File: config.mk
export PLATFORM = sky130hd
export DESIGN_NAME = gray_conv_arbiter
export DESIGN_NICKNAME = d
export VERILOG_FILES = /design/src/rtl/gray_conv_arbiter.sv
export SDC_FILE = /design/constraint.sdc
export NUM_CORES = 1
export LEC_CHECK = 0
export BUFFER_PORTS_ARGS = -buffer_cell sky130_fd_sc_hd__buf_2
export CORE_AREA = 4 4 41 43
export DETAILED_ROUTE_END_ITERATION = 6
export DIE_AREA = 0 0 45 47
export SLEW_MARGIN = 30
export SYNTH_ARGS = -nofsm -noshare
export SYNTH_HDL_FRONTEND = slang
export SYNTH_SLANG_ARGS = --single-unit
File: constraint.sdc
create_clock -name clk -period 1.2 [get_ports clk]
set_input_delay 0.06 -clock clk [delete_from_list [all_inputs] [get_ports clk]]
set_output_delay 0.06 -clock clk [all_outputs]
set_load 0.02 [all_outputs]
File: src/rtl/gray_conv_arbiter.sv
`default_nettype none
// ============================================================================
// Module   : gray_conv_arbiter
// Brief    : Two-requester round-robin front end sharing one binary-to-Gray
//            converter, feeding a single registered result slot.
// Revision : 1.0  initial release
// ============================================================================
module gray_conv_arbiter #(
    parameter int WIDTH = 4
) (
    input  logic             clk,
    input  logic             rst,
    input  logic             req0_valid,
    input  logic [WIDTH-1:0] req0_data,
    output logic             req0_ready,
    input  logic             req1_valid,
    input  logic [WIDTH-1:0] req1_data,
    output logic             req1_ready,
    output logic             out_valid,
    output logic [WIDTH-1:0] out_gray,
    output logic             out_id,
    input  logic             out_ready
);

    localparam logic [0:0] c_EMPTY = 1'b0;
    localparam logic [0:0] c_FULL  = 1'b1;

    logic [0:0]       r_state;
    logic             r_last_grant;
    logic [WIDTH-1:0] r_gray;
    logic             r_id;

    logic             w_can_accept;
    logic             w_gnt0;
    logic             w_gnt1;
    logic             w_accept;
    logic [WIDTH-1:0] w_bin;
    logic [WIDTH-1:0] w_gray;

    // The slot can take a new word while it is being drained in the same cycle.
    assign w_can_accept = (r_state == c_EMPTY) || out_ready;

    // On contention the requester that did not win last time is granted.
    assign w_gnt0 = req0_valid && (!req1_valid || r_last_grant);
    assign w_gnt1 = req1_valid && (!req0_valid || !r_last_grant);

    assign req0_ready = !rst && w_can_accept && w_gnt0;
    assign req1_ready = !rst && w_can_accept && w_gnt1;
    assign w_accept   = req0_ready || req1_ready;

    assign w_bin  = w_gnt1 ? req1_data : req0_data;
    assign w_gray = w_bin ^ (w_bin >> 1);

    always_ff @(posedge clk) begin
        if (rst) begin
            r_state      <= c_EMPTY;
            r_gray       <= '0;
            r_id         <= 1'b0;
            r_last_grant <= 1'b1;
        end else if (w_accept) begin
            r_state      <= c_FULL;
            r_gray       <= w_gray;
            r_id         <= w_gnt1;
            r_last_grant <= w_gnt1;
        end else if ((r_state == c_FULL) && out_ready) begin
            r_state      <= c_EMPTY;
        end
    end

    assign out_valid = (r_state == c_FULL);
    assign out_gray  = r_gray;
    assign out_id    = r_id;

endmodule
`default_nettype wire

# After elaboration in Yosys (flattened, before gate mapping)
# Index checks and enable logic that the tools add are counted.
# word_totals
register_bits	7
latch_bits	0
ram_bits	0
mem_bits_ro	0
input_bits	13
word_cells	24
memories	0
# op_classes
addsub	0
n_mul	0
div	0
n_lt_le_gt_ge	0
eq_ne	0
shifts	0
n_mux	3
bitwise_logic	2
reduce_logical	15
# ops
op	count
1-bit logical AND	6
1-bit logical NOT	4
1-bit logical OR	4
4-bit two-way mux	1
4-bit by 3-bit bitwise XOR with 4-bit output	1
1-bit two-way mux	2
2-bit nonzero test	1
1-bit NOT	1

# Logic depth before layout (Yosys ltp)
# logic_depth
depth_word	6
mapped_depth	4

# Least setup slack after synthesis
# No wires, ideal clock.
# synth_timing
path_type	reg2out
from	register r_state (netlist: out_valid)
to	output port req0_ready
arrival_time_ns	1.166
t_required_ns	1.140
setup_slack_ns	-0.026
stages_incl_launch_ff	4
path_buffers	1
path_cell_list	dfxtp_1 nor2b_1 clkbuf_1 nor3_1
# synth_between
elab_chain_cells	4
# synth_lines
item	line_no	source
from (decl)	28	logic [0:0] r_state;
from (signal assigned)	56	r_state <= c_EMPTY;
from (signal assigned)	61	r_state <= c_FULL;
from (signal assigned)	66	r_state <= c_EMPTY;
1-bit NOT	41	assign w_can_accept = (r_state == c_EMPTY) || out_ready;
1-bit logical OR	41	
1-bit logical AND (2 in a row)	47	assign req0_ready = !rst && w_can_accept && w_gnt0;
to (decl)	15	output logic req0_ready,
# Every way passes these cells.

# Final worst setup path
# layout_timing
from	register r_last_grant
to	output port req1_ready
# layout_between
elab_chain_cells	4
# layout_lines
item	line_no	source
from (decl)	29	logic r_last_grant;
from (signal assigned)	64	r_last_grant <= w_gnt1;
1-bit logical NOT	45	assign w_gnt1 = req1_valid && (!req0_valid || !r_last_grant);
1-bit logical OR	45	
1-bit logical AND	45	
1-bit logical AND	48	assign req1_ready = !rst && w_can_accept && w_gnt1;
to (decl)	18	output logic req1_ready,
# Every way passes these cells.

==> results.yml <==
cts:
  cts.sinks: 7
  clk_pin_slew_ns: 0.06
  cts_buffers: 3
  cts_tree: "built"
  h-tree-depth: 1
  root_buffer: "clkbuf_4"
  postCtsHoldBufs: 0
  clockBufferDepth: 2
  clk_latency_ns: 0.26
global_routing:
  grt_overflow_total: 0
  first_global_vias: 326
  grt_pass1_wl_mm: 1.373
  top_usage_layer: "met4"
  grt_max_degree: 9
  met2_usage: 0.1299
  gr-usage-met3: 0.01533
  grt_usage: 0.09826
  use_met1: 0.1147
  grt_antenna_before_repair: 0
die:
  std_cell_rows: 13
  dieArea_mm2: 0.002115
  ioPinCount: 21
  core_mm2: 0.001301
  start_util: 0.3087
  die_y_um: 47
  die_x_um: 45
timing:
  hold_viol: 0
  relSlewSlack: 0.7884
  fin_crit_ns: 1.163
  final.setup.tns_ns: 0
  fmax_mhz: 860.1
  period_share: 0.9689
  fin_skew_ns: 0.004416
  worst_slew_pin_slew_ns: 0.3134
  slew_viol_final: 0
  setup_viol: 0
logic_synthesis:
  yosys.cell_types.count: 20
  synthCells: 46
  synthAdderAreaFrac: 0
  synth-xor-area-share: 0.1308
  synth_simple_gate_area_frac: 0.1153
  synthesis.nets: 59
  netlist_area_um2: 401.6
  synth_top_family_by_area: "compound AO/OA/AOI/OAI gates"
  synthTopCellsByArea: "dfxtp_1 (35%), xor2_1 (13%), mux2i_1 (10%), o21ai_0 (7.5%), o211ai_1 (5.6%)"
  ys_seq_elements: 7
  yosysTopAreaCellShare: 0.3489
  synth.avg_cell_area_um2: 8.731
  synth-compound-area-share: 0.2399
  synth_warnings: 0
  synth_area_leader_cell: "dfxtp_1"
  seq_area_frac_synth: 0.3489
  synth_mux_area_frac: 0.09969
drt:
  num_vias: 410
  detail-route-antenna-nets: 0
  wl_per_cell_um: 10.97
  wirelength_um: 943
  drtIter0Drc: 4
  drc: 0
  avgViaCountPerCell: 4.767
  firstDrtPassIters: 2
place:
  finalWeightedCongestion: 0.7188
  io_buffers: 20
  detailed_place_hpwl_um: 708.8
worst_hold_path:
  holdCritPathClass: "in -> reg"
layout:
  fin_nets: 85
  fin_util: 0.4471
  area_delta_synth_final_pct: 44.86
  antenna_cells: 0
  drive_gt1_frac: 0.4507
setup_path:
  critPathMaxFanout: 5
  cp.arrival_ns: 1.10
  critPathKind: "reg -> out"
  end_kind: "output pin"
  slowest_delay_ns: 0.34
  cp.required_ns: 1.14
  worstSetupStartpointType: "flip-flop"
  slowest_stage: "dfxtp_2"
  rrSetupSlack_ns: 0.13
  crit_chain: "a21bo_4, nor3_2, buf_4"
pwr:
  power_density_mw_per_mm2: 1140
  peakVddDrop_mv: 0.4685
  power_leakage_nw: 0.2940
job:
  maxCapViolations: 0
run_status:
  status: "complete, no violations"
==> cell families after synthesis <==
family	count (synthesis)
buf+inv	5
compound gates	15
xor+xnor	6
mux	4
flops	7
simple gates	9
==> placed cells by master, fill, tap and decap left out <==
master | Yosys | final
a21bo_4 | 0 | 1
a21oi_1 | 2 | 2
a311oi_1 | 1 | 1
a31oi_1 | 1 | 1
buf_2 | 0 | 19
buf_4 | 0 | 4
clkbuf_1 | 1 | 1
clkbuf_4 | 0 | 3
dfxtp_1 | 7 | 6
dfxtp_2 | 0 | 1
inv_1 | 3 | 3
mux2i_1 | 4 | 4
nand2_1 | 1 | 1
nand2b_1 | 1 | 1
nand3_1 | 2 | 2
nor2_1 | 1 | 1
nor2b_4 | 0 | 1
nor3_2 | 0 | 2
o211ai_1 | 3 | 3
o21ai_0 | 6 | 6
o311ai_0 | 1 | 1
or2_2 | 1 | 1
xor2_1 | 6 | 6
==> where the power goes <==
group | switching, mW | leakage [nW] | internal (mW)
Sequential | 0.0114 | 0.0578 | 0.254
Combinational | 0.0959 | 0.221 | 0.0789
Clock | 0.0951 | 0.0150 | 0.127
Total | 0.202 | 0.294 | 0.461
==> flip-flops by register name, indices dropped and copies added (netlist names) <==
register      count
out_id            1
out_gray          4
r_last_grant      1
out_valid         1
==> routing by layer <==
| layer | up-vias | wire, um |
|---|---|---|
| met5 | - | 0 |
| li1 | 216 | - |
| met2 | 18 | 392 |
| met3 | 4 | 77 |
| met1 | 172 | 425 |
| met4 | 0 | 48 |
==> cell type report <==
cell class	instances	area (um2)
fill	139	719.4
multi-input combinational	34	259.0
sequential	7	141.4
timing repair buffer	23	125.1
clock buffer	4	26.28
tap	15	18.77
inverter	3	11.26
==> cells in the mapped netlist <==
library cell / n
o311ai_0: 1
buf_6: 1
o21ai_0: 6
a21bo_1: 1
nand2b_1: 1
a311oi_1: 1
nor2_1: 1
clkbuf_1: 1
a21oi_1: 2
inv_1: 3
a31oi_1: 1
nor3_1: 2
nand3_1: 2
dfxtp_1: 7
nor2b_1: 1
xor2_1: 6
or2_2: 1
o211ai_1: 3
mux2i_1: 4
nand2_1: 1
==> worst paths after layout <==
check / startpoint / end / depth (start not counted)
max: r_last_grant / req1_ready / 3
max reg2reg: r_last_grant / out_gray[0] / 4
min reg2reg: out_id / out_id / 2
min: rst / out_id / 2
==> per-stage QoR <==
step / hold slack (ns) / cells / setup WS (ns) / power (mW) / instance area (um2)
after floorplan: 0.1291 / 46 / -0.02554 / 0.3687 / 401.6
after global placement: 0.2967 / 80 / 0.1593 / 0.4278 / 513.0
after detailed placement: 0.2974 / 80 / 0.1351 / 0.4281 / 513.0
after CTS: 0.04576 / 83 / 0.006275 / 0.6532 / 551.8
after global routing: 0.04250 / 86 / -0.003753 / 0.7138 / 581.8
final: 0.05001 / 86 / 0.03728 / 0.6633 / 581.8
==> worst max-delay path: cells and delay by family, from the launching register on <==
family | cells | cell delay [ns]
flops | 1 | 0.34
simple gates | 1 | 0.11
buf+inv | 1 | 0.16
compound gates | 1 | 0.23
==> what timing repair did <==
item / CTS / global route
setup endpoints to repair: 2 / 2
gates resized for setup: 6 / 2
hold endpoints to repair: 0 / 0
buffers inserted: 0 / 3
pin swaps: 1 / 1
Note: power is estimated with default switching activity, not from simulation.
